$ cat src/rtl/fifo_arb_pkg.sv
// rtl/fifo_arb_pkg.sv - shared types and helpers for the FIFO write-port arbiter
package fifo_arb_pkg;

    typedef enum logic {
        ARB_IDLE  = 1'b0,
        ARB_BURST = 1'b1
    } arb_state_t;

    localparam int DEFAULT_MAX_BURST = 4;

    // Index width for n requesters; a single requester still needs one bit.
    function automatic int idx_width(input int n);
        return (n > 1) ? $clog2(n) : 1;
    endfunction

endpackage

$ cat src/rtl/rr_pick.sv
// rtl/rr_pick.sv - combinational round-robin picker: first set req bit at or above rr_ptr, wrapping
module rr_pick
    import fifo_arb_pkg::*;
#(
    parameter int N  = 4,
    parameter int IW = idx_width(N)
) (
    input  logic [N-1:0]  req,
    input  logic [IW-1:0] rr_ptr,
    output logic [IW-1:0] winner,
    output logic          any_valid
);

    function automatic logic [IW-1:0] wrap_idx(input logic [IW-1:0] base, input int off);
        int s;
        s = int'(base) + off;
        if (s >= N) s = s - N;
        return IW'(s);
    endfunction

    // Scan from the far end down so the smallest offset from rr_ptr is the last to win.
    always_comb begin
        winner    = '0;
        any_valid = 1'b0;
        for (int i = N - 1; i >= 0; i--) begin
            if (req[wrap_idx(rr_ptr, i)]) begin
                winner    = wrap_idx(rr_ptr, i);
                any_valid = 1'b1;
            end
        end
    end

endmodule

$ cat src/rtl/fifo_wr_arbiter.sv
// rtl/fifo_wr_arbiter.sv - round-robin burst arbiter sharing one FIFO write port among N_REQ producers
module fifo_wr_arbiter
    import fifo_arb_pkg::*;
#(
    parameter int N_REQ     = 4,
    parameter int DW        = 8,
    parameter int MAX_BURST = DEFAULT_MAX_BURST
) (
    input  logic                          clk,
    input  logic                          reset,
    input  logic [N_REQ-1:0]              req,
    input  logic [N_REQ*DW-1:0]           req_data,
    input  logic                          fifo_full,
    input  logic                          fifo_threshold,
    output logic                          wrEn,
    output logic [DW-1:0]                 data_in,
    output logic [N_REQ-1:0]              ack,
    output logic [idx_width(N_REQ)-1:0]   gnt_id,
    output logic                          busy
);

    localparam int IW = idx_width(N_REQ);
    localparam int BW = $clog2(MAX_BURST + 1);

    arb_state_t    state_q, state_d;
    logic [IW-1:0] gnt_q, gnt_d;
    logic [IW-1:0] rr_q, rr_d;
    logic [BW-1:0] beat_q, beat_d;
    logic [BW-1:0] beat_inc;
    logic [IW-1:0] nxt_ptr;
    logic [IW-1:0] winner;
    logic          any_valid;

    rr_pick #(
        .N  (N_REQ),
        .IW (IW)
    ) u_rr_pick (
        .req       (req),
        .rr_ptr    (rr_q),
        .winner    (winner),
        .any_valid (any_valid)
    );

    assign beat_inc = beat_q + BW'(1);
    assign nxt_ptr  = (gnt_q == IW'(N_REQ - 1)) ? '0 : gnt_q + IW'(1);

    always_ff @(posedge clk or negedge reset) begin
        if (!reset) begin
            state_q <= ARB_IDLE;
            gnt_q   <= '0;
            rr_q    <= '0;
            beat_q  <= '0;
        end else begin
            state_q <= state_d;
            gnt_q   <= gnt_d;
            rr_q    <= rr_d;
            beat_q  <= beat_d;
        end
    end

    // A full FIFO only stalls the burst; losing req, hitting the burst cap or a
    // beat accepted above half full ends it and rotates priority past the winner.
    always_comb begin
        state_d = state_q;
        gnt_d   = gnt_q;
        rr_d    = rr_q;
        beat_d  = beat_q;
        case (state_q)
            ARB_IDLE: begin
                if (any_valid && !fifo_full) begin
                    state_d = ARB_BURST;
                    gnt_d   = winner;
                    beat_d  = '0;
                end
            end
            ARB_BURST: begin
                if (!req[gnt_q]) begin
                    state_d = ARB_IDLE;
                    rr_d    = nxt_ptr;
                end else if (wrEn) begin
                    beat_d = beat_inc;
                    if ((beat_inc == BW'(MAX_BURST)) || fifo_threshold) begin
                        state_d = ARB_IDLE;
                        rr_d    = nxt_ptr;
                    end
                end
            end
            default: state_d = ARB_IDLE;
        endcase
    end

    always_comb begin
        busy    = (state_q == ARB_BURST);
        wrEn    = busy & req[gnt_q] & ~fifo_full;
        ack     = wrEn ? (N_REQ'(1) << gnt_q) : '0;
        data_in = req_data[int'(gnt_q) * DW +: DW];
        gnt_id  = gnt_q;
    end

endmodule

$ cat config.mk
export PLATFORM = sky130hd
export DESIGN_NAME = fifo_wr_arbiter
export DESIGN_NICKNAME = d
export VERILOG_FILES = /design/src/rtl/fifo_arb_pkg.sv /design/src/rtl/rr_pick.sv /design/src/rtl/fifo_wr_arbiter.sv
export SDC_FILE = /design/constraint.sdc
export NUM_CORES = 1
export LEC_CHECK = 0
export CORE_UTILIZATION = 45
export DETAILED_ROUTE_END_ITERATION = 10
export DONT_BUFFER_PORTS = 1
export PLACE_DENSITY = 0.64
export SKIP_CTS_REPAIR_TIMING = 1
export SLEW_MARGIN = 10
export SYNTH_ARGS = -nofsm -noshare
export SYNTH_HDL_FRONTEND = slang
export SYNTH_SLANG_ARGS = --single-unit
$ cat constraint.sdc
create_clock -name clk -period 5.3 [get_ports clk]
set_clock_uncertainty 0.1 [all_clocks]
set_input_delay 0.795 -clock clk [delete_from_list [all_inputs] [get_ports clk]]
set_output_delay 0.795 -clock clk [all_outputs]
set_load 0.05 [all_outputs]
==> reports/metrics.csv <==
stage,metric,value,unit
clocking,clk_lat worst skew,250,ps
route,wire per inst,17.7,µm
setup_path,RR Startpoint,gnt_id[1],
yosys,Synth top area share,25.6,%
finish,proportion of layout cells with a drive suffix above 1,24.7,%
floorplan,Die Span Y,43.9,µm
route,initial drt markers,7,
route,Post-Route WL,1580,µm
floorplan,die width,43.9,µm
setup_path,Critical Path Start Type,flip-flop,
yosys,"Seq/Total Area, Yosys",25.3,%
global_routing,aggregate global routing overflow,0,
route,Detailed Routing Iterations Pass 1,11,
route,Final ANT Viol Nets,0,
yosys,Seq cells post-synth,8,
route,DR vias,570,
finish,Layout area overhead,5.22,%
placement,input/output buffers,0,
sta,relative slew slack,35.4,%
sta,"Slew Viols, Final",0,
yosys,Cell variety after synth,26,
global_routing,vias in the first global route,573,
floorplan,DIE AREA,1930,µm²
setup_path,FF-to-FF End,rr_q[0],
status,outcome,"finished, violations left",
global_routing,initial antenna violation count,0,
finish,number of fill cells,143,
power_and_ir_drop,P per Cell Area,708,nW/µm²
clocking,# clock sinks,8,
sta,Final period util,73.4,%
setup_path,Crit. End Element,primary output,
route,Avg Vias per Cell,6.40,
sta,"Hold Vio Cnt, Final",0,
global_routing,largest net degree at the start of global routing,15,
clocking,root buf cell,clkbuf_4,
flow_run,max cap viols,0,
clocking,CTS tree,done,
placement,gpl congestion,0.724,
sta,post-layout min period,3890,ps
yosys,synth top area cells,"mux4_2 (26%), dfrtp_1 (25%), ha_1 (9.5%)",
setup_path,flop-to-flop setup slack,3100,ps
floorplan,row count,14,
clocking,clock input transition at the sequential cells of the worst setup and hold paths,60,ps
floorplan,Starting Density,50.2,%
yosys,post-synth top area cell,mux4_2,
setup_path,largest fanout on the critical path,14,
clocking,# H-tree levels,1,
setup_path,Worst EP required,4410,ps
yosys,Mapped Area,791,µm²
global_routing,GRT Util Overall,18.0,%
yosys,cell count after synthesis,71,
finish,Final nets,121,
sta,Hold Slack,131,ps
sta,RSZ-0062 raised after global routing,false,
route,# DRC,1,
power_and_ir_drop,Pleak,0.352,nW
finish,Register Area,200,µm²
clocking,CTS buffer count,3,
global_routing,first-pass GRT wire length,2530,µm
floorplan,CORE AREA,1580,µm²
power_and_ir_drop,maximum VDD drop,264,µV
clocking,maximum clock path buffer count,2,
setup_path,kind of critical path,flip-flop to primary output,
finish,# diodes,0,
sta,Highest Clock Rate,257,MHz
placement,Post-DP HPWL,1260,µm
power_and_ir_drop,"Power, Total",0.589,mW
setup_path,Critical Path AT,3000,ps
finish,multi-input combinational cell area,571,µm²
status,violated checks,design-rule violations,
sta,sum of negative setup slack,0,ps
sta,Worst-Margin Slew,964,ps
sta,final setup fails,0,
setup_path,R2R cell count,4,
hold_path,min-delay worst type,input pin to asynchronous set/reset pin,
finish,fin util,52.8,%
yosys,synth warn,0,
floorplan,I/O Pins,56,
yosys,syn_nets,117,
yosys,"Avg Cell Area, Syn",11.1,µm²
## how the worst max path moves through the flow
stage                     startpoint     end  slack [ps]  depth (start not counted)
after floorplan            gnt_id[0]  ack[0]        1990                          3
final                      gnt_id[1]  ack[3]        1410                          3
after global routing       gnt_id[1]  ack[3]        1260                          3
after detailed placement   gnt_id[1]  ack[3]        1670                          3
after global placement     gnt_id[1]  ack[3]        1710                          3
after CTS                  gnt_id[1]  ack[3]        1390                          3
## layout make-up
class | instances | share of cell area (%)
clock buffer | 3 | 2.71
timing repair buffer | 1 | 0.902
multi-input combinational | 58 | 68.6
sequential | 8 | 24.1
inverter | 3 | 1.35
tap | 16 | 2.41
## report_power, final
group / switching, mW / internal, mW
clock: 0.0218 / 0.0260
combinational: 0.242 / 0.137
sequential: 0.0734 / 0.0892
total: 0.337 / 0.252
## placed cells by master (no fill, tap or decap)
cell type and n:
mux4_2 9, dfrtp_1 8, o21ai_0 7, nand2_1 7, ha_1 6, and2_1 4, mux2i_1 4, inv_1 3
nor2_1 3, clkbuf_4 3, nand3b_1 2, mux2_4 2, nor2b_1 2, nor3b_2 1, xnor2_1 1, o211ai_2 1
nor4_1 1, or3_1 1, a21o_1 1, nand2_2 1, nand2b_1 1, a21oi_1 1, a221o_1 1, nor3b_1 1
o32ai_1 1, buf_4 1
## flip-flops by register name, indices dropped and copies added, names as in the netlist
register and cells:
rr_q 2, beat_q 3, gnt_id 2, busy 1
## cells by family (layout without fill, tap and decap cells)
group                      Yosys count  after routing  share of synthesized area, %
and+or+nand+nor                     24             24                          17.1
muxes                               15             15                          34.5
AOI/OAI and AO/OA                   12             12                          9.97
DFF                                  8              8                          25.3
adders and majority gates            6              6                          9.49
buffers and inverters                5              7                          2.53
xor gates and xnor gates             1              1                          1.11
## synthesized netlist by cell type
cell and count:
nor3b_1 1, a21oi_1 1, a21o_1 1, nor2_1 3, and2_1 4, mux4_2 9, o21ai_0 7, dfrtp_1 8
xnor2_1 1, nand3b_1 2, ha_1 6, or3_1 1, nand2_1 7, nand2_2 1, nor3b_2 1, nor4_1 1
mux2i_1 4, buf_2 1, a221o_1 1, nand2b_1 1, nor2b_1 2, o32ai_1 1, mux2_4 2, o211ai_2 1
inv_1 3, clkbuf_1 1
## metrics by stage
| step | instance area, µm² | instances | setup WS (ps) |
|---|---|---|---|
| after floorplan | 791 | 71 | 1990 |
| after global placement | 810 | 86 | 1710 |
| after detailed placement | 810 | 86 | 1670 |
| after CTS | 832 | 89 | 1390 |
| after global routing | 832 | 89 | 1260 |
| final | 832 | 89 | 1410 |
## per-layer routing
layer  up-vias  wire length (µm)  track usage (%)
met3         4               118             3.75
met4         0                21             7.27
li1        274                 -                -
met2        26               776             27.8
met5         -                 0                0
met1       266               663             24.8
## worst max-delay path: stages (launching register included)
cell and delay [ps]:
dfrtp_1 930, mux4_2 450, nor3b_2 810, and2_1 560
Power figures use the tool's default switching activity.
